File: src/rtl/prog_loader_pkg.sv
// Shared types and constants for the serial program loader.
// PROG_LOADER_CHECKSUM_EN adds the trailing XOR checksum byte and its state.
package prog_loader_pkg;

  localparam int BYTES_PER_WORD = 4;
  localparam int LEN_BYTES      = 2;

  typedef enum logic [2:0] {
    S_LEN0 = 3'd0,
    S_LEN1 = 3'd1,
    S_DATA = 3'd2,
`ifdef PROG_LOADER_CHECKSUM_EN
    S_CSUM = 3'd3,
`endif
    S_DONE = 3'd4,
    S_ERR  = 3'd5
  } state_t;

  // Running XOR over every accepted stream byte.
  function automatic logic [7:0] csum_next(input logic [7:0] acc, input logic [7:0] b);
    return acc ^ b;
  endfunction

endpackage

File: src/rtl/prog_loader_byte_packer.sv
// Assembles little-endian bytes into 32-bit words and flags the last byte of each word.
module byte_packer
  import prog_loader_pkg::*;
(
  input  logic        clk,
  input  logic        reset,
  input  logic        en,
  input  logic [7:0]  din,
  output logic [31:0] word,
  output logic        last
);

  localparam logic [1:0] LAST_CNT = 2'(BYTES_PER_WORD - 1);

  logic [1:0]  cnt_r;
  logic [23:0] shift_r;

  assign word = {din, shift_r};
  assign last = en && (cnt_r == LAST_CNT);

  // Byte counter and shift register for the three bytes already received.
  always_ff @(posedge clk) begin
    if (reset) begin
      cnt_r   <= 2'd0;
      shift_r <= 24'd0;
    end else if (en) begin
      cnt_r   <= cnt_r + 2'd1;
      shift_r <= {din, shift_r[23:8]};
    end
  end

endmodule

File: src/rtl/prog_loader.sv
// Boot-time program loader: length-prefixed byte stream into instruction memory.
// Define PROG_LOADER_CHECKSUM_EN to require a trailing XOR checksum byte.
module prog_loader
  import prog_loader_pkg::*;
#(
  parameter int          MAX_WORDS = 256,
  parameter logic [31:0] BASE_ADDR = 32'h0000_0000
) (
  input  logic        CLK,
  input  logic        reset,
  input  logic        rx_valid,
  input  logic [7:0]  rx_data,
  output logic        rx_ready,
  output logic        imem_we,
  output logic [31:0] imem_addr,
  output logic [31:0] imem_wdata,
  output logic        cpu_reset,
  output logic        done,
  output logic        error
);

  localparam logic [16:0] MAX_N = 17'(MAX_WORDS);
`ifdef PROG_LOADER_CHECKSUM_EN
  localparam state_t END_STATE = S_CSUM;
`else
  localparam state_t END_STATE = S_DONE;
`endif

  state_t      state_r, state_s;
  logic [7:0]  len_lo_r;
  logic [15:0] len_r;
  logic [15:0] word_idx_r;
  logic [15:0] len_s;
  logic        ready_s, accept_s, last_word_s;
  logic        pk_en_s, pk_last_s;
  logic [31:0] pk_word_s;
  logic        imem_we_r, cpu_reset_r, done_r, error_r;
  logic [31:0] imem_addr_r, imem_wdata_r;
`ifdef PROG_LOADER_CHECKSUM_EN
  logic [7:0]  csum_r;
`endif

  // Ready is gated by reset so nothing is taken while reset is held.
  always_comb begin
    ready_s = 1'b0;
    if (reset) begin
      ready_s = 1'b0;
    end else begin
      case (state_r)
        S_LEN0, S_LEN1, S_DATA: ready_s = 1'b1;
`ifdef PROG_LOADER_CHECKSUM_EN
        S_CSUM:                 ready_s = 1'b1;
`endif
        default:                ready_s = 1'b0;
      endcase
    end
  end

  assign accept_s    = rx_valid && ready_s;
  assign len_s       = {rx_data, len_lo_r};
  assign pk_en_s     = accept_s && (state_r == S_DATA);
  assign last_word_s = (word_idx_r == (len_r - 16'd1));

  byte_packer u_packer (
    .clk   (CLK),
    .reset (reset),
    .en    (pk_en_s),
    .din   (rx_data),
    .word  (pk_word_s),
    .last  (pk_last_s)
  );

  // Next-state logic; unknown encodings fall into the error trap.
  always_comb begin
    state_s = state_r;
    case (state_r)
      S_LEN0: begin
        if (accept_s) state_s = S_LEN1;
        else          state_s = state_r;
      end
      S_LEN1: begin
        if (!accept_s)                 state_s = state_r;
        else if (len_s == 16'd0)       state_s = END_STATE;
        else if ({1'b0, len_s} > MAX_N) state_s = S_ERR;
        else                           state_s = S_DATA;
      end
      S_DATA: begin
        if (pk_last_s && last_word_s) state_s = END_STATE;
        else                          state_s = state_r;
      end
`ifdef PROG_LOADER_CHECKSUM_EN
      S_CSUM: begin
        if (!accept_s)             state_s = state_r;
        else if (csum_r == rx_data) state_s = S_DONE;
        else                       state_s = S_ERR;
      end
`endif
      S_DONE:  state_s = S_DONE;
      S_ERR:   state_s = S_ERR;
      default: state_s = S_ERR;
    endcase
  end

  // State register.
  always_ff @(posedge CLK) begin
    if (reset) state_r <= S_LEN0;
    else       state_r <= state_s;
  end

  // Length capture, write strobe and status flags, all aligned with the state register.
  always_ff @(posedge CLK) begin
    if (reset) begin
      len_lo_r     <= 8'd0;
      len_r        <= 16'd0;
      word_idx_r   <= 16'd0;
      imem_we_r    <= 1'b0;
      imem_addr_r  <= BASE_ADDR;
      imem_wdata_r <= 32'd0;
      done_r       <= 1'b0;
      error_r      <= 1'b0;
      cpu_reset_r  <= 1'b1;
    end else begin
      imem_we_r <= 1'b0;
      if (accept_s && (state_r == S_LEN0)) len_lo_r <= rx_data;
      if (accept_s && (state_r == S_LEN1)) len_r    <= len_s;
      if (pk_last_s) begin
        imem_we_r    <= 1'b1;
        imem_addr_r  <= BASE_ADDR + {14'd0, word_idx_r, 2'b00};
        imem_wdata_r <= pk_word_s;
        word_idx_r   <= word_idx_r + 16'd1;
      end
      done_r      <= (state_s == S_DONE);
      error_r     <= (state_s == S_ERR);
      cpu_reset_r <= (state_s != S_DONE);
    end
  end

`ifdef PROG_LOADER_CHECKSUM_EN
  // Checksum accumulator over length and data bytes.
  always_ff @(posedge CLK) begin
    if (reset)         csum_r <= 8'd0;
    else if (accept_s) csum_r <= csum_next(csum_r, rx_data);
  end
`endif

  assign rx_ready   = ready_s;
  assign imem_we    = imem_we_r;
  assign imem_addr  = imem_addr_r;
  assign imem_wdata = imem_wdata_r;
  assign cpu_reset  = cpu_reset_r;
  assign done       = done_r;
  assign error      = error_r;

endmodule

File: config.mk
export PLATFORM = sky130hd
export DESIGN_NAME = prog_loader
export DESIGN_NICKNAME = d
export VERILOG_FILES = /design/src/rtl/prog_loader_pkg.sv /design/src/rtl/prog_loader_byte_packer.sv /design/src/rtl/prog_loader.sv
export SDC_FILE = /design/constraint.sdc
export NUM_CORES = 1
export LEC_CHECK = 0
export ABC_AREA = 1
export CORE_ASPECT_RATIO = 0.5
export CORE_MARGIN = 5
export CORE_UTILIZATION = 58
export CTS_CLUSTER_SIZE = 8
export DETAILED_ROUTE_END_ITERATION = 8
export GPL_TIMING_DRIVEN = 0
export MAX_ROUTING_LAYER = met4
export PLACE_DENSITY = 0.83
export REMOVE_ABC_BUFFERS = 1
export SLEW_MARGIN = 20
export SYNTH_ARGS = -nofsm -noshare
export SYNTH_HDL_FRONTEND = slang
export SYNTH_SLANG_ARGS = --single-unit
File: constraint.sdc
create_clock -name CLK -period 2.4 [get_ports CLK]
set_input_delay 0.24 -clock CLK [delete_from_list [all_inputs] [get_ports CLK]]
set_output_delay 0.24 -clock CLK [all_outputs]
set_load 0.005 [all_outputs]
==> key figures <==
Clocking
  • CTS tree: done
  • CTS H-Tree Depth: 4
  • Worst-Skew Late Latency: between 0.4 and 0.5 ns
  • CTS Buf Count: 17
  • Root Buffer: clkbuf_16
  • Clock buffer depth: 2
  • Clk slew on worst S/H paths: roughly 0.060 ns
  • Clock sinks: approximately 120

Synth
  • Register area share after synthesis: 47.3%
  • Mux share of post-synthesis cell area: 0%
  • Synth Area in Simple Gates: between 20% and 30%
  • Cells after synthesis: ~700
  • Largest family of logic cells by synthesized area: simple AND/OR/NAND/NOR gates
  • Cell area after synthesis: between 5000 and 6000 µm²
  • Unique masters post-synth: 32
  • Most used DFF post-synth: dfxtp_1
  • Post-Synth Adder-Cell Area: less than 1%
  • Post-synth ARST share: 0%
  • Synth Area in Compound Gates: 17.9%
  • Post-Synth XOR/XNOR Area: about 1.9%
  • Syn avg cell area: 7.35 µm²
  • Post-synth EDFFs: 0
  • Syn. warnings: 0
  • #FFs+latches synth: between 100 and 150

Hold path
  • Hold WC Path Type: primary input to flop

Global route
  • GR Overflow Total: 0
  • GRT met2 Usage: 39.1%
  • Met3 Use GR: between 6 and 7%
  • Pin count of the biggest net entering global routing: 52
  • Met1 GRT Util: about a third
  • First-pass GRT wire length: 21.5 mm
  • Antenna violations before repair: 0
  • Gr usage total: 25.3%
  • GRT busiest layer: met2
  • Vias in the first global route: ~4500

Worst setup path
  • WS Path Type: flop to flop
  • Critical Path RT: ~2.7 ns
  • Critical path arrival: roughly 2.5 ns
  • Max FO, Critical Path: 36
  • Critical path endpoint category: flop
  • Crit start category: flop

Outcome
  • Status: completed

STA
  • RSZ-0062 raised after global routing: no
  • Period minus WS final: 2.23 ns
  • Tcrit/Tclk final: 93.1%
  • Final setup vio count: 0
  • Headroom to the max-slew limit: 47.2%
  • Slew @ Worst Pin: between 0.7 and 0.8 ns
  • Slew Viols, Final: 0
  • Final Worst Setup Slack: 0.167 ns
  • Clock Skews: 0.00976 ns
  • Fmax: 448 MHz
  • Final hold violation count: 0

Placed design
  • Setup WS pre-CTS: -2.41 ns
  • HPWL after detailed placement: 7.69 mm
  • Port-buffer cells: 63
  • GP Congestion: 0.802

Route
  • Vias: 4772
  • WL/cell: around 15 µm
  • ANT nets after route: 0
  • DR pass1 iterations: 5
  • Final wirelength: 13.1 mm
  • DR DRC count: 0
  • First-iteration detailed-routing DRC count: roughly 440
  • Via density: 5.40

Floorplanning
  • Die H: between 70 and 80 µm
  • Die area: 10900 µm²
  • FP Rows: 24
  • Die width: 143 µm
  • Starting Density: 59.2%
  • CORE AREA: 8650 µm²
  • IO Pins: 80

Power and ir drop
  • Leakage Power: 0.00265 µW
  • VDD IR max: just under 600 µV
  • Pwr Total: 5030 µW
  • P per Cell Area: 783 nW/µm²

Cells and area
  • N_diodes: 0
  • Final Util: 74.3%
  • Share of layout cells above drive strength 1: 7.17%
  • Area delta synth->final: 25.4%
  • Nets: about 770
  • Fillers: 650
  • Commonest non-fill, non-tap cell in the layout: nand2_1
  • Most frequent cells in the layout: nand2_1, dfxtp_1, o21ai_0

Flow run
  • # Max-Cap Violations: 0
==> metal layers <==
layer  up-vias  routed length, µm
met3        31                894
met1      2202               5960
li1       2346                  -
met4         0                275
met5         -                  0
met2       193               5960
==> state kept, by name, summed over array words and instances (netlist names) <==
name              cells
u_packer.shift_r     24
word_idx_r           16
cpu_reset             1
imem_addr            16
imem_we               1
imem_wdata           32
len_lo_r              8
state_r               3
len_r                16
u_packer.cnt_r        2
error                 1
done                  1
==> critical path, stage by stage (launching register included) <==
cell and delay [ns]:
dfxtp_1 0.35, nor2_2 0.27, nand4_4 0.16, nor2_4 0.26, buf_16 0.22, nand2_2 0.10
nor2_4 0.11, nand3_1 0.12, nor2_1 0.17, nand3_1 0.11, nor3_1 0.16, nor2_1 0.07
==> cells in the mapped netlist (4+ instances only) <==
cell type | number | area (µm²)
nand2_1 | 127 | 477
dfxtp_1 | 121 | 2420
o21ai_0 | 94 | 470
a21oi_1 | 80 | 400
nor2_1 | 76 | 285
inv_1 | 69 | 259
nand3_1 | 29 | 145
clkbuf_1 | 25 | 93.8
buf_4 | 16 | 120
nor3_1 | 7 | 35.0
xor2_1 | 6 | 52.6
nand4_1 | 5 | 31.3
xnor2_1 | 5 | 43.8
nor2_2 | 4 | 25.0
==> timing repair <==
item,CTS,global route
gates cloned,3,0
setup buffers,3,0
pin swaps,2,1
resized for setup,9,1
hold buffers,0,0
endpoints found under the setup margin,121,28
==> kinds of logic (layout without fill, tap and decap cells) <==
group / count (synthesis) / count (layout)
other cells: 1 / 16
xor+xnor: 11 / 11
flops: 121 / 121
simple gates: 261 / 263
compound gates: 181 / 181
fa+ha+maj: 3 / 3
buf+inv: 119 / 172
==> layout make-up <==
class	instances	area (µm²)	share of cell area, %
clock buffers	23	488	7.60
well taps	117	146	2.28
multi-input cells	474	2260	35.1
clock inverters	9	139	2.16
repair inverters	1	8.76	0.136
inverters	72	287	4.46
repair buffers	67	676	10.5
flip-flops and latches	121	2420	37.7
==> where the power goes <==
group	internal [µW]	leakage (µW)	switching [µW]
clock network	1750	0.000296	923
registers	2030	0.000977	18.3
logic	99.0	0.00138	206
total	3880	0.00265	1150
==> metrics by stage <==
| stage | hold WS [ns] | area [µm²] | TNS (ns) | std cells |
|---|---|---|---|---|
| 2_1_floorplan | 0.309 | 4930 | -26.88 | 665 |
| 3_3_place_gp | 0.451 | 5710 | -276.11 | 845 |
| 3_5_place_dp | 0.457 | 5740 | -195.30 | 846 |
| 4_1_cts | 0.366 | 6420 | 0 | 884 |
| 5_1_grt | 0.377 | 6420 | 0 | 884 |
| 6_report | 0.378 | 6420 | 0 | 884 |
==> path summary, 6_finish.rpt <==
kind                                            from                   end  slack (ns)  depth (start not counted)
worst max-delay path                      state_r[2]        word_idx_r[15]        0.17                         11
worst min-delay path                           reset                 error        0.38                          2
worst max register to register            state_r[2]        word_idx_r[15]        0.17                         11
worst min register to register  u_packer.shift_r[18]  u_packer.shift_r[10]        0.46                          2
Note: power is estimated with default switching activity, not from simulation.
